$ cat src/rtl/note_lane_scroller_pkg.sv
// Shared screen geometry and timing constants for the falling-note lane scroller.
// Also provides a ceiling-log2 helper for sizing index fields.
package note_lane_scroller_pkg;

    localparam int Y_W      = 10;
    localparam int SCREEN_H = 480;
    localparam int LANE_W   = 160;
    localparam int NOTE_H   = 16;
    localparam int HIT_Y    = 440;
    localparam int HIT_WIN  = 16;

    // Never returns less than 1, so an index field is always at least one bit wide.
    function automatic int clog2(input int v);
        int r;
        r = 0;
        while ((1 << r) < v) r++;
        return (r < 1) ? 1 : r;
    endfunction

endpackage

$ cat src/rtl/note_lane_scroller_if.sv
// Sequencer/VGA-side bus of the note lane scroller: spawn handshake, strikes, events, pixel query.
interface note_lane_scroller_if import note_lane_scroller_pkg::*; #(
    parameter int NUM_LANES = 4
) ();
    localparam int LW = clog2(NUM_LANES);

    logic                 frame_tick;
    logic                 spawn_valid;
    logic [NUM_LANES-1:0] spawn_lanes;
    logic                 spawn_ready;
    logic [NUM_LANES-1:0] hit;
    logic [NUM_LANES-1:0] hit_ok;
    logic [NUM_LANES-1:0] hit_bad;
    logic [NUM_LANES-1:0] miss;
    logic [15:0]          score;
    logic [Y_W-1:0]       pix_x;
    logic [Y_W-1:0]       pix_y;
    logic                 pix_on;
    logic [LW-1:0]        pix_lane;

    modport master (
        output frame_tick, spawn_valid, spawn_lanes, hit, pix_x, pix_y,
        input  spawn_ready, hit_ok, hit_bad, miss, score, pix_on, pix_lane
    );

    modport slave (
        input  frame_tick, spawn_valid, spawn_lanes, hit, pix_x, pix_y,
        output spawn_ready, hit_ok, hit_bad, miss, score, pix_on, pix_lane
    );
endinterface

$ cat src/rtl/note_lane_scroller_lane.sv
// One lane of SLOTS falling notes: spawn into lowest free slot, per-frame advance with retirement,
// strike search for the lowest-on-screen note in the hit window, and a pixel row cover test.
module note_lane import note_lane_scroller_pkg::*; #(
    parameter int SLOTS = 4,
    parameter int SPEED = 2
) (
    input  logic           i_clk,
    input  logic           i_rst_n,
    input  logic           i_frame_tick,
    input  logic           i_spawn,
    input  logic           i_hit,
    input  logic [Y_W-1:0] i_pix_y,
    output logic           o_has_free,
    output logic           o_hit_ok,
    output logic           o_hit_bad,
    output logic           o_retire,
    output logic           o_cover
);
    localparam int SW = clog2(SLOTS);
    localparam logic [Y_W:0] WIN_LO  = (Y_W+1)'(HIT_Y - HIT_WIN);
    localparam logic [Y_W:0] WIN_HI  = (Y_W+1)'(HIT_Y + HIT_WIN);
    localparam logic [Y_W:0] LIMIT   = (Y_W+1)'(SCREEN_H);
    localparam logic [Y_W:0] HEIGHT  = (Y_W+1)'(NOTE_H);
    localparam logic [Y_W:0] STEP    = (Y_W+1)'(SPEED);

    logic [SLOTS-1:0] r_valid;
    logic [Y_W-1:0]   r_y [SLOTS];

    logic [SLOTS-1:0] w_valid_nxt;
    logic [Y_W-1:0]   w_y_nxt [SLOTS];
    logic [Y_W:0]     w_sum [SLOTS];
    logic [SLOTS-1:0] w_retire_vec;
    logic [SW-1:0]    w_free_idx;
    logic [SW-1:0]    w_hit_idx;
    logic             w_found;
    logic [Y_W-1:0]   w_best_y;

    always_comb begin
        o_has_free = 1'b0;
        w_free_idx = '0;
        for (int s = SLOTS - 1; s >= 0; s--) begin
            if (!r_valid[s]) begin
                o_has_free = 1'b1;
                w_free_idx = SW'(s);
            end
        end
    end

    // Strict '>' keeps the lowest slot index when two candidates share the same y.
    always_comb begin
        w_found   = 1'b0;
        w_hit_idx = '0;
        w_best_y  = '0;
        for (int s = 0; s < SLOTS; s++) begin
            if (r_valid[s] && ({1'b0, r_y[s]} >= WIN_LO) && ({1'b0, r_y[s]} <= WIN_HI) &&
                (!w_found || (r_y[s] > w_best_y))) begin
                w_found   = 1'b1;
                w_hit_idx = SW'(s);
                w_best_y  = r_y[s];
            end
        end
    end

    // Per slot: strike clear wins over spawn, spawn wins over frame advance.
    always_comb begin
        for (int s = 0; s < SLOTS; s++) begin
            w_sum[s]        = {1'b0, r_y[s]} + STEP;
            w_valid_nxt[s]  = r_valid[s];
            w_y_nxt[s]      = r_y[s];
            w_retire_vec[s] = 1'b0;
            if (i_hit && w_found && (w_hit_idx == SW'(s))) begin
                w_valid_nxt[s] = 1'b0;
            end else if (i_spawn && !r_valid[s] && (w_free_idx == SW'(s))) begin
                w_valid_nxt[s] = 1'b1;
                w_y_nxt[s]     = '0;
            end else if (i_frame_tick && r_valid[s]) begin
                if (w_sum[s] >= LIMIT) begin
                    w_valid_nxt[s]  = 1'b0;
                    w_retire_vec[s] = 1'b1;
                end else begin
                    w_y_nxt[s] = w_sum[s][Y_W-1:0];
                end
            end
        end
    end

    always_comb begin
        o_cover = 1'b0;
        for (int s = 0; s < SLOTS; s++) begin
            if (r_valid[s] && ({1'b0, r_y[s]} <= {1'b0, i_pix_y}) &&
                ({1'b0, i_pix_y} < ({1'b0, r_y[s]} + HEIGHT))) begin
                o_cover = 1'b1;
            end
        end
    end

    assign o_hit_ok  = i_hit & w_found;
    assign o_hit_bad = i_hit & ~w_found;
    assign o_retire  = |w_retire_vec;

    always_ff @(posedge i_clk or negedge i_rst_n) begin
        if (!i_rst_n) begin
            r_valid <= '0;
            for (int s = 0; s < SLOTS; s++) r_y[s] <= '0;
        end else begin
            r_valid <= w_valid_nxt;
            for (int s = 0; s < SLOTS; s++) r_y[s] <= w_y_nxt[s];
        end
    end

endmodule

$ cat src/rtl/note_lane_scroller.sv
// Multi-lane falling-note tracker: spawn gating across lanes, event/score registers and the
// one-cycle pixel cover lookup feeding the VGA colour mux.
module note_lane_scroller import note_lane_scroller_pkg::*; #(
    parameter int          NUM_LANES  = 4,
    parameter int          SLOTS      = 4,
    parameter int          SPEED      = 2,
    parameter logic [15:0] SCORE_INIT = 16'h0000
) (
    input logic                  CLOCK_25,
    input logic                  reset_n,
    note_lane_scroller_if.slave  bus
);
    localparam int LW = clog2(NUM_LANES);

    logic [NUM_LANES-1:0] w_free;
    logic [NUM_LANES-1:0] w_hit_ok;
    logic [NUM_LANES-1:0] w_hit_bad;
    logic [NUM_LANES-1:0] w_retire;
    logic [NUM_LANES-1:0] w_cover;
    logic                 w_accept;
    logic [LW:0]          w_nhit;
    logic [LW-1:0]        w_lane;
    logic                 w_in_lane;

    logic [NUM_LANES-1:0] r_hit_ok;
    logic [NUM_LANES-1:0] r_hit_bad;
    logic [NUM_LANES-1:0] r_miss;
    logic [15:0]          r_score;
    logic                 r_pix_on;
    logic [LW-1:0]        r_pix_lane;

    function automatic logic [15:0] sat_add(input logic [15:0] a, input logic [LW:0] n);
        logic [16:0] s;
        s = {1'b0, a} + 17'(n);
        return s[16] ? 16'hFFFF : s[15:0];
    endfunction

    for (genvar l = 0; l < NUM_LANES; l++) begin : g_lane
        note_lane #(.SLOTS(SLOTS), .SPEED(SPEED)) u_lane (
            .i_clk        (CLOCK_25),
            .i_rst_n      (reset_n),
            .i_frame_tick (bus.frame_tick),
            .i_spawn      (w_accept & bus.spawn_lanes[l]),
            .i_hit        (bus.hit[l]),
            .i_pix_y      (bus.pix_y),
            .o_has_free   (w_free[l]),
            .o_hit_ok     (w_hit_ok[l]),
            .o_hit_bad    (w_hit_bad[l]),
            .o_retire     (w_retire[l]),
            .o_cover      (w_cover[l])
        );
    end

    // A request is all-or-nothing: every masked lane must have room.
    assign bus.spawn_ready = reset_n & (&(~bus.spawn_lanes | w_free));
    assign w_accept        = bus.spawn_valid & bus.spawn_ready;

    always_comb begin
        w_nhit = '0;
        for (int l = 0; l < NUM_LANES; l++) w_nhit = w_nhit + (LW+1)'(w_hit_ok[l]);
    end

    // Lane decode by range comparison; columns right of the last lane match nothing.
    always_comb begin
        w_lane    = '0;
        w_in_lane = 1'b0;
        for (int l = 0; l < NUM_LANES; l++) begin
            if (({1'b0, bus.pix_x} >= (Y_W+1)'(l * LANE_W)) &&
                ({1'b0, bus.pix_x} <  (Y_W+1)'((l + 1) * LANE_W))) begin
                w_lane    = LW'(l);
                w_in_lane = 1'b1;
            end
        end
    end

    always_ff @(posedge CLOCK_25 or negedge reset_n) begin
        if (!reset_n) begin
            r_hit_ok   <= '0;
            r_hit_bad  <= '0;
            r_miss     <= '0;
            r_score    <= SCORE_INIT;
            r_pix_on   <= 1'b0;
            r_pix_lane <= '0;
        end else begin
            r_hit_ok   <= w_hit_ok;
            r_hit_bad  <= w_hit_bad;
            r_miss     <= w_retire;
            r_score    <= sat_add(r_score, w_nhit);
            r_pix_on   <= w_in_lane & w_cover[w_lane];
            r_pix_lane <= (w_in_lane & w_cover[w_lane]) ? w_lane : '0;
        end
    end

    assign bus.hit_ok   = r_hit_ok;
    assign bus.hit_bad  = r_hit_bad;
    assign bus.miss     = r_miss;
    assign bus.score    = r_score;
    assign bus.pix_on   = r_pix_on;
    assign bus.pix_lane = r_pix_lane;

endmodule

$ cat src/flat_wrapper.sv
// flat-port wrapper written by rule: the top's interface ports become plain ports
module note_lane_scroller_flat import note_lane_scroller_pkg::*;
#(
    parameter int          NUM_LANES  = 4,
    parameter int          SLOTS      = 4,
    parameter int          SPEED      = 2,
    parameter logic [15:0] SCORE_INIT = 16'h0000
)
  (CLOCK_25, reset_n, bus_frame_tick, bus_spawn_valid, bus_spawn_lanes, bus_hit, bus_pix_x, bus_pix_y, bus_spawn_ready, bus_hit_ok, bus_hit_bad, bus_miss, bus_score, bus_pix_on, bus_pix_lane);
  note_lane_scroller_if #(.NUM_LANES(NUM_LANES)) bus_i ();
  input logic CLOCK_25;
  input logic reset_n;
  input wire logic [$bits(bus_i.frame_tick)-1:0] bus_frame_tick;
  input wire logic [$bits(bus_i.spawn_valid)-1:0] bus_spawn_valid;
  input wire logic [$bits(bus_i.spawn_lanes)-1:0] bus_spawn_lanes;
  input wire logic [$bits(bus_i.hit)-1:0] bus_hit;
  input wire logic [$bits(bus_i.pix_x)-1:0] bus_pix_x;
  input wire logic [$bits(bus_i.pix_y)-1:0] bus_pix_y;
  output wire logic [$bits(bus_i.spawn_ready)-1:0] bus_spawn_ready;
  output wire logic [$bits(bus_i.hit_ok)-1:0] bus_hit_ok;
  output wire logic [$bits(bus_i.hit_bad)-1:0] bus_hit_bad;
  output wire logic [$bits(bus_i.miss)-1:0] bus_miss;
  output wire logic [$bits(bus_i.score)-1:0] bus_score;
  output wire logic [$bits(bus_i.pix_on)-1:0] bus_pix_on;
  output wire logic [$bits(bus_i.pix_lane)-1:0] bus_pix_lane;
  assign bus_i.frame_tick = bus_frame_tick;
  assign bus_i.spawn_valid = bus_spawn_valid;
  assign bus_i.spawn_lanes = bus_spawn_lanes;
  assign bus_i.hit = bus_hit;
  assign bus_i.pix_x = bus_pix_x;
  assign bus_i.pix_y = bus_pix_y;
  assign bus_spawn_ready = bus_i.spawn_ready;
  assign bus_hit_ok = bus_i.hit_ok;
  assign bus_hit_bad = bus_i.hit_bad;
  assign bus_miss = bus_i.miss;
  assign bus_score = bus_i.score;
  assign bus_pix_on = bus_i.pix_on;
  assign bus_pix_lane = bus_i.pix_lane;
  note_lane_scroller #(.NUM_LANES(NUM_LANES), .SLOTS(SLOTS), .SPEED(SPEED), .SCORE_INIT(SCORE_INIT)) u_core (.CLOCK_25(CLOCK_25), .reset_n(reset_n), .bus(bus_i));
endmodule
$ cat config.mk
export PLATFORM = sky130hd
export DESIGN_NAME = note_lane_scroller_flat
export DESIGN_NICKNAME = d
export VERILOG_FILES = /design/src/rtl/note_lane_scroller_pkg.sv /design/src/rtl/note_lane_scroller_if.sv /design/src/rtl/note_lane_scroller_lane.sv /design/src/rtl/note_lane_scroller.sv /design/src/flat_wrapper.sv
export SDC_FILE = /design/constraint.sdc
export NUM_CORES = 1
export LEC_CHECK = 0
export ABC_AREA = 1
export BUFFER_PORTS_ARGS = -buffer_cell sky130_fd_sc_hd__buf_2
export CAP_MARGIN = 30
export CORE_UTILIZATION = 55
export DETAILED_ROUTE_END_ITERATION = 6
export HOLD_SLACK_MARGIN = 0.06
export PLACE_DENSITY = 0.83
export SKIP_CTS_REPAIR_TIMING = 1
export SYNTH_ARGS = -nofsm -noshare
export SYNTH_HDL_FRONTEND = slang
export SYNTH_SLANG_ARGS = --single-unit
export TNS_END_PERCENT = 5
$ cat constraint.sdc
create_clock -name CLOCK_25 -period 5.1 [get_ports CLOCK_25]
set_clock_uncertainty 0.05 [all_clocks]
set_input_delay 1.02 -clock CLOCK_25 [delete_from_list [all_inputs] [get_ports CLOCK_25]]
set_output_delay 1.02 -clock CLOCK_25 [all_outputs]
set_load 0.03 [all_outputs]
* Word-level counts from Yosys, hierarchy flattened
Cells that the tools add are included.
** Storage, ports and cells
- Word-level logic and storage cells :: 806
- Input bits :: 32
- Output and inout port bits :: 32
- Bits in registers :: 207
** Operators by class
- Add/sub/neg operators :: 36
- Reductions and logical operators :: 280
- Magnitude comparators :: 100
- Eq/ne operators :: 40
- Bitwise logic cells :: 37
- Multiplexer cells :: 275
** Operators by type and width (number)
- 10-bit 2-to-1 mux :: 60
- 1-bit 2-to-1 mux :: 186
- 10-bit by 9-bit greater-or-equal comparator with 1-bit output (second input constant) :: 18
- 10-bit by 2-bit adder with 11-bit output (second input constant) :: 16
- 10-bit by 5-bit adder with 11-bit output (second input constant) :: 16
- 11-bit by 9-bit greater-or-equal comparator with 1-bit output (second input constant) :: 16
- 10-bit by 11-bit < comparator with 1-bit output :: 16
- 10-bit less-or-equal comparator :: 16
- 10-bit by 9-bit less-or-equal comparator with 1-bit output (second input constant) :: 16
- 1-bit logical AND :: 147
- 10-bit > comparator :: 12
- 3-bit nonzero test :: 32
- 2-bit 2-to-1 mux :: 27
- 3-bit AND reduction :: 16
- 2-bit equality test (second input constant) :: 16
- 2-bit inequality test (second input constant) :: 16
- 2-bit AND reduction :: 16
- 2-bit nonzero test :: 16
- 1-bit zero test :: 28
- 10-bit by 9-bit < comparator with 1-bit output (second input constant) :: 2
- 1-bit NOT :: 20
- 16-bit by 3-bit adder with 17-bit output :: 1
- 2-bit by 1-bit equality test with 1-bit output (second input constant) :: 8
- 2-bit zero test :: 8
- 14 further kinds :: 43

* Logic depth before layout (Yosys ltp)
- Word-level depth :: 22
- Gate-level depth with buffers :: 44
- Depth with buffers taken out :: 42

* Hierarchy
Synthesis repeated with hierarchy kept, for this count alone.
** Unflattened totals
- Cell total of the unflattened synthesis :: 3605
- Area total of the unflattened synthesis :: 25020.2 µm²
** By module, submodules not included
- note_lane (u_core.g_lane[1].u_lane ...) :: cells each 860, times used 2, seq. area each 1001.0 µm², area each 5947.0 µm²
- note_lane (u_core.g_lane[3].u_lane) :: cells each 865, times used 1, seq. area each 1001.0 µm², area each 5836.8 µm²
- note_lane (u_core.g_lane[0].u_lane) :: cells each 861, times used 1, seq. area each 1001.0 µm², area each 5834.3 µm²
- note_lane_scroller :: cells each 159, times used 1, seq. area each 775.7 µm², area each 1455.1 µm²

* Least setup slack after synthesis
No wires, ideal clock.
- Path kind :: reg-to-reg
- Start point :: register u_core.g_lane[3].u_lane.r_y[34] in the netlist's numbering
- End point :: register u_core.g_lane[3].u_lane.r_y[16] in the netlist's numbering
- Stages on the path, launching flop included :: 41
- Data required time :: 4976 ps
- Data arrival time :: 5107 ps
- Setup slack :: -131 ps
- Period minus slack after synthesis :: 5231 ps
- Buffers on the path :: 3
- Setup time :: 74 ps
- Cell sequence :: dfrtp_1 > inv_1 > ha_1 > nand2_1 > a21oi_1 > nand2_1 > inv_1 > nand2_1 > ha_1 > nand2_1 > inv_1 > o21ai_0 > a21boi_0 > o21ai_0 > nand2_1 > nand2_1 > buf_2 > o21ai_0 > [... 5 more ...] > nand2_1 > nand2_1 > nand3_1 > clkbuf_1 > o21ai_0 > ha_1 > nand2_1 > inv_1 > o21ai_0 > a21boi_0 > o21ai_0 > nand2_1 > nand2_1 > nand3_1 > nand2_4 > buf_6 > nand2_1 > o21ai_2
** Between the ends
- Cells in the longest elaborated chain, start to end :: 20
- Elaborated cells on any way between the ends :: 31
- Classes of those cells :: order compare: 5; eq/ne: 1; mux: 10; bitwise: 1; reduce/logical: 14
** Ends and longest elaborated chain
- start: declaration :: RTL line note_lane_scroller_lane.sv:27 : logic [Y_W-1:0] r_y [SLOTS];
- 10-bit by 9-bit greater-or-equal comparator with 1-bit output :: RTL line note_lane_scroller_lane.sv:55 : if (r_valid[s] && ({1'b0, r_y[s]} >= WIN_LO) && ({1'b0, r_y[s]} <= WIN_HI) &&
- 1-bit logical AND (2 in a row) :: RTL line note_lane_scroller_lane.sv:55
- 10-bit 2-to-1 mux / 1-bit 2-to-1 mux (equally long branches) :: RTL line note_lane_scroller_lane.sv:55
- 10-bit > comparator / 1-bit zero test (equally long branches) :: RTL line note_lane_scroller_lane.sv:56 : (!w_found || (r_y[s] > w_best_y))) begin
- 1-bit logical OR :: RTL line note_lane_scroller_lane.sv:56
- 1-bit logical AND :: RTL line note_lane_scroller_lane.sv:55
- 10-bit 2-to-1 mux / 1-bit 2-to-1 mux (equally long branches) :: RTL line note_lane_scroller_lane.sv:55
- 10-bit > comparator / 1-bit zero test (equally long branches) :: RTL line note_lane_scroller_lane.sv:56
- [... 3 more ...]
- 10-bit > comparator / 1-bit zero test (equally long branches) :: RTL line note_lane_scroller_lane.sv:56
- 1-bit logical OR :: RTL line note_lane_scroller_lane.sv:56
- 1-bit logical AND :: RTL line note_lane_scroller_lane.sv:55
- 2-bit 2-to-1 mux / 1-bit 2-to-1 mux (equally long branches) :: RTL line note_lane_scroller_lane.sv:55
- 2-bit equality test / 1-bit logical AND (equally long branches) :: RTL line note_lane_scroller_lane.sv:71 : if (i_hit && w_found && (w_hit_idx == SW'(s))) begin
- 1-bit logical AND (*) :: RTL line note_lane_scroller_lane.sv:71
- 1-bit NOT (no source line) (*)
- 3-bit AND reduction (no source line) (*)
Every way passes the cells marked *; elsewhere a longest branch is shown, timed or not.
A chain may end at the register's enable or synchronous reset.

* Worst setup path in the final report
- Start point :: register u_core.g_lane[1].u_lane.r_y[34] in the netlist's numbering
- End point :: register u_core.r_miss[1], in the netlist u_core.bus.miss[1]
** Between the ends
- Cells in the longest elaborated chain, start to end :: 20
- Elaborated cells on any way between the ends :: 45
- Classes of those cells :: add/sub: 1; order compare: 6; eq/ne: 3; mux: 17; reduce/logical: 18
** Ends and longest elaborated chain
- start: declaration :: RTL line note_lane_scroller_lane.sv:27
- 10-bit by 9-bit greater-or-equal comparator with 1-bit output :: RTL line note_lane_scroller_lane.sv:55
- 1-bit logical AND (2 in a row) :: RTL line note_lane_scroller_lane.sv:55
- 10-bit 2-to-1 mux / 1-bit 2-to-1 mux (equally long branches) :: RTL line note_lane_scroller_lane.sv:55
- 10-bit > comparator / 1-bit zero test (equally long branches) :: RTL line note_lane_scroller_lane.sv:56
- 1-bit logical OR :: RTL line note_lane_scroller_lane.sv:56
- 1-bit logical AND :: RTL line note_lane_scroller_lane.sv:55
- 10-bit 2-to-1 mux / 1-bit 2-to-1 mux (equally long branches) :: RTL line note_lane_scroller_lane.sv:55
- 10-bit > comparator / 1-bit zero test (equally long branches) :: RTL line note_lane_scroller_lane.sv:56
- [... 4 more ...]
- 1-bit logical OR :: RTL line note_lane_scroller_lane.sv:56
- 1-bit logical AND :: RTL line note_lane_scroller_lane.sv:55
- 2-bit 2-to-1 mux / 1-bit 2-to-1 mux (equally long branches) :: RTL line note_lane_scroller_lane.sv:55
- 2-bit by 1-bit equality test with 1-bit output, or another cell as far along :: RTL line note_lane_scroller_lane.sv:71
- 1-bit logical AND :: RTL line note_lane_scroller_lane.sv:71
- 1-bit 2-to-1 mux :: RTL line note_lane_scroller_lane.sv:71
- 4-bit OR reduction (*) :: RTL line note_lane_scroller_lane.sv:99 : assign o_retire = |w_retire_vec;
- net u_core.g_lane[1].u_lane.o_retire :: RTL line note_lane_scroller_lane.sv:16 : output logic o_retire,
- end signal: assignment :: RTL line note_lane_scroller.sv:87 : r_miss <= w_retire;
- end: declaration :: RTL line note_lane_scroller.sv:27 : logic [NUM_LANES-1:0] r_miss;
Mark *: on every way through the listed nets, which the timed path passes. The rest lies on a longest branch.

==> results list <==
* Number of CTS-inserted buffers: 17
- Primary FF master, synth: sky130_fd_sc_hd__dfrtp_1
- For this block, the routed nets add up to 75200 um of wire.
- GP Congestion: 0.959
* Setup slack at placement: -0.634 ns
- Counting every sink on the clock net gives 191.
* Total of warnings raised by yosys: 0
- Setup violations remaining at the end of the flow were counted as 155.
- Final period demand of the worst path: 5.50 ns
- Period utilisation layout: 1.08
- The final reports fail on negative setup slack.
* Pwr dens: 315 nW/um^2
- Kind of cell adding the most delay to the critical path: simple AND/OR/NAND/NOR gates
- Of the cells placed in the final design, the portion with a size suffix greater than 1 is 0.169.
* CTS tree: done
- Static timing analysis puts the maximum clock frequency at 0.182 GHz.
- The worst pin sits at a relative slew slack of 0.373.
- Drt drc: 0
* Vias in the first global route: 22.6k
- In the synthesized netlist, the number of instances is 3574.
- DR iter-0 viols: 2712
- Placeable core area: 43500 sq um
- Latest clock arrival within the worst-skew pair: 0.53 ns
- Data arrives at the worst endpoint at 5.86 ns.
- Synthesized flop and latch total: 191
- Post-layout instance area: 29000 sq um
- The worst setup path is captured at a register.
- Hold Path Class: in2async
- Detailed placement finished with a half-perimeter wire length of 51000 um.
* Hold slack: 0.384 ns
- Netlist area before placement: 24500 sq um
* Count of unique library cells instantiated by Yosys: 51
- Number of pins exceeding their max-slew limit in the final report: 0
* Crit path launch: u_core.g_lane[1].u_lane.r_y[34]$_DFFE_PN0P_
- Internal reg-to-reg setup slack: -0.40 ns
- Crit path to: u_core.bus.miss[1]$_DFF_PN0_
- The H-tree was split into 4 levels.
- Post-detailed-placement cell area: 27000 sq um
- Startpoint of the most critical register-to-register path: u_core.g_lane[1].u_lane.r_y[34]$_DFFE_PN0P_
- Crit Path Category: reg2reg
* Biggest cell delay along the critical path: 0.41 ns
- Endpoint of the worst-slack reg-to-reg timing path: u_core.bus.miss[1]$_DFF_PN0_
- Total GRT Usage: 0.316
- FFs w/ async S/R, synth: 1.00
- The initial utilization of the core area, before any placement, comes to 0.563.
- 0 antenna diodes ended up in the layout.
* Maximum number of buffers from clock root to sink: 2
* Via density per instance: 5.73
* Worst path setup slack after routing: -0.399 ns
- Routed Antenna Nets: 0
* Number of buffers and inverters on the critical path: 6
* Highest ir drop seen on vdd: 0.293 mV
* Setup_tns: -24.75 ns
* Worst endpoint required time: 5.46 ns
- Hold Vio Cnt, Final: 0
- Entering global routing, the biggest net connects 129 pins.
* Slowest-stage cell, CP: sky130_fd_sc_hd__dfrtp_1
- Yosys mapped a number of flops with a built-in enable equal to 0.
* Worst Reg-to-Reg Cells: 40
* Die Footprint: 45300 sq um
* Number of antenna violations at the first check in global routing: 1
- Die width: 213 um
* Total number of cells along the worst setup path: 40
- GRT overflow: 0
- Unrepaired setup endpoints after global routing: yes
- Top cell by count, worst path: sky130_fd_sc_hd__nand2_1
- Height of the chip: 213 um
* WL/cell: 16.8 um
- For the pin with the worst max-slew slack, the measured transition is 0.941 ns.
- Number of top-level pins: 64
- Summing over every cut layer, the via total after detailed routing is 25.6k.
- Number of search-and-repair iterations in the first detailed-routing pass: 6
- In this run the static leakage power is 15.7 nW.
- First-pass GRT wire length: 113000 um
- Crit-path max FO: 7
- Syn Area/Cell: 6.85 sq um
- STA classifies the critical path startpoint as a register.
* Area growth syn-to-layout: 18.5%
* Register area share after synthesis: 0.195
- After clock tree synthesis, the clock-pin slew on the worst setup and hold paths is 0.08 ns.
- Net count of the finished layout: 4396
- Max-cap violations in this run came to 0.
- Root Driver: sky130_fd_sc_hd__clkbuf_16
* Status: complete, but fails checks
- Placement row count: 76
- In this run the tool buffered the top-level ports with 58 buffer cells.
## flip-flops by register name, indices dropped and copies added, names as in the netlist
register and cells:
u_core.bus.miss 4, u_core.bus.hit_ok 4, u_core.bus.hit_bad 4, u_core.bus.pix_on 1
u_core.g_lane.u_lane.r_y 144, u_core.bus.pix_lane 2, u_core.g_lane.u_lane.r_valid 16, u_core.bus.score 16
## how the worst min path moves through the flow
stage,startpoint,slack (ns),to
6_report,reset_n,0.38,u_core.g_lane[2].u_lane.r_y[13]$_DFFE_PN0P_
3_3_place_gp,u_core.bus.score[4]$_DFF_PN0_,0.47,u_core.bus.score[4]$_DFF_PN0_
4_1_cts,reset_n,0.40,u_core.g_lane[2].u_lane.r_y[14]$_DFFE_PN0P_
2_1_floorplan,u_core.g_lane[3].u_lane.r_y[38]$_DFFE_PN0P_,0.46,u_core.g_lane[3].u_lane.r_y[38]$_DFFE_PN0P_
3_5_place_dp,u_core.bus.score[4]$_DFF_PN0_,0.48,u_core.bus.score[4]$_DFF_PN0_
5_1_grt,reset_n,0.42,u_core.g_lane[2].u_lane.r_y[15]$_DFFE_PN0P_
## cell usage in the layout, fill, tap and decap left out, types with 12 or more instances in the layout
| cell | netlist | routed |
|---|---|---|
| sky130_fd_sc_hd__buf_6 | 2 | 18 |
| sky130_fd_sc_hd__clkbuf_16 | 0 | 17 |
| sky130_fd_sc_hd__inv_2 | 10 | 17 |
| sky130_fd_sc_hd__o21ai_0 | 131 | 80 |
| sky130_fd_sc_hd__buf_4 | 6 | 238 |
| sky130_fd_sc_hd__a21oi_1 | 186 | 173 |
| sky130_fd_sc_hd__nand2_4 | 3 | 26 |
| sky130_fd_sc_hd__nand3_1 | 238 | 219 |
| sky130_fd_sc_hd__o21ai_2 | 17 | 35 |
| sky130_fd_sc_hd__buf_2 | 42 | 58 |
| sky130_fd_sc_hd__nand4_1 | 98 | 98 |
| sky130_fd_sc_hd__xor2_1 | 107 | 107 |
| sky130_fd_sc_hd__nor2_4 | 6 | 12 |
| sky130_fd_sc_hd__nand3_2 | 7 | 22 |
| sky130_fd_sc_hd__nor2_1 | 293 | 276 |
| sky130_fd_sc_hd__o21a_1 | 15 | 15 |
| sky130_fd_sc_hd__nand2_1 | 1034 | 951 |
| sky130_fd_sc_hd__a21o_1 | 19 | 19 |
| sky130_fd_sc_hd__ha_1 | 497 | 477 |
| sky130_fd_sc_hd__nor3_1 | 25 | 25 |
| sky130_fd_sc_hd__or2_2 | 20 | 20 |
| sky130_fd_sc_hd__o21ai_1 | 29 | 60 |
| sky130_fd_sc_hd__nor2_2 | 4 | 16 |
| sky130_fd_sc_hd__conb_1 | 1 | 12 |
| sky130_fd_sc_hd__a21oi_2 | 1 | 14 |
| sky130_fd_sc_hd__nand3b_1 | 51 | 51 |
| sky130_fd_sc_hd__inv_1 | 421 | 407 |
| sky130_fd_sc_hd__ha_4 | 0 | 17 |
| sky130_fd_sc_hd__nand2_2 | 23 | 84 |
| sky130_fd_sc_hd__dfrtp_1 | 191 | 187 |
## area by class of cell
cell class	instances	area, sq um
fillers	3499	14500
inverters	432	1640
clock inverters	11	155
clock buffers	21	460
flip-flops and latches	191	4780
repair buffers	321	2420
multi-input cells	2902	18800
well taps	585	732
## metal layers
| metal | vias up | global-route usage | routed length, um |
|---|---|---|---|
| met4 | 0 | 0.160 | 4240 |
| met5 | - | 0 | 0 |
| met2 | 1199 | 0.508 | 34000 |
| met1 | 11745 | 0.403 | 30100 |
| li1 | 12334 | - | - |
| met3 | 314 | 0.0603 | 6880 |
## logic make-up (layout without fill, tap and decap cells)
family                   count (synthesis)  after routing  share of synthesized area
AO/OA/AOI/OAI                          444            444                      0.103
flip-flops                             191            191                      0.195
other                                    1             12                   0.000153
buffers and inverters                  500            785                     0.0809
adder cells (fa/ha/maj)                499            499                      0.256
AND/OR/NAND/NOR                       1821           1829                      0.323
XOR/XNOR                               118            118                     0.0422
## per-stage QoR
stage                     utilization  instances  power [mW]
after global placement          0.620       4387        6.90
after floorplan                     -       3585        5.59
final                           0.667       4463        9.13
after CTS                       0.635       4420        8.60
after global routing            0.667       4463        9.90
after detailed placement        0.621       4388        7.08
## synth_stat cells, types with 8 or more instances
cell type	instances	area, sq um
sky130_fd_sc_hd__inv_1	421	1580
sky130_fd_sc_hd__clkbuf_2	10	50.1
sky130_fd_sc_hd__nand2_1	1034	3880
sky130_fd_sc_hd__o21ai_0	131	656
sky130_fd_sc_hd__inv_2	10	37.5
sky130_fd_sc_hd__nand3_1	238	1190
sky130_fd_sc_hd__xor2_1	107	937
sky130_fd_sc_hd__a21boi_0	13	97.6
sky130_fd_sc_hd__nand4_1	98	613
sky130_fd_sc_hd__o21a_1	15	113
sky130_fd_sc_hd__or2_2	20	125
sky130_fd_sc_hd__nand2_2	23	144
sky130_fd_sc_hd__nand3b_1	51	383
sky130_fd_sc_hd__a21o_1	19	143
sky130_fd_sc_hd__dfrtp_1	191	4780
sky130_fd_sc_hd__xnor2_1	11	96.3
sky130_fd_sc_hd__clkbuf_1	8	30.0
sky130_fd_sc_hd__o21ai_2	17	149
sky130_fd_sc_hd__a31oi_1	10	62.6
sky130_fd_sc_hd__nor3_1	25	125
sky130_fd_sc_hd__buf_2	42	210
sky130_fd_sc_hd__o211ai_1	10	75.1
sky130_fd_sc_hd__a21oi_1	186	931
sky130_fd_sc_hd__o21ai_1	29	145
sky130_fd_sc_hd__ha_1	497	6220
sky130_fd_sc_hd__nor2_1	293	1100
## power by group
group / switching [mW] / internal, mW / total (mW) / leakage [nW]
Sequential: 0.682 / 1.84 / 2.53 / 2.46
Clock: 0.697 / 0.801 / 1.50 / 0.292
Combinational: 3.02 / 2.08 / 5.10 / 13.0
No activity file was read; power rests on OpenSTA's default activity.
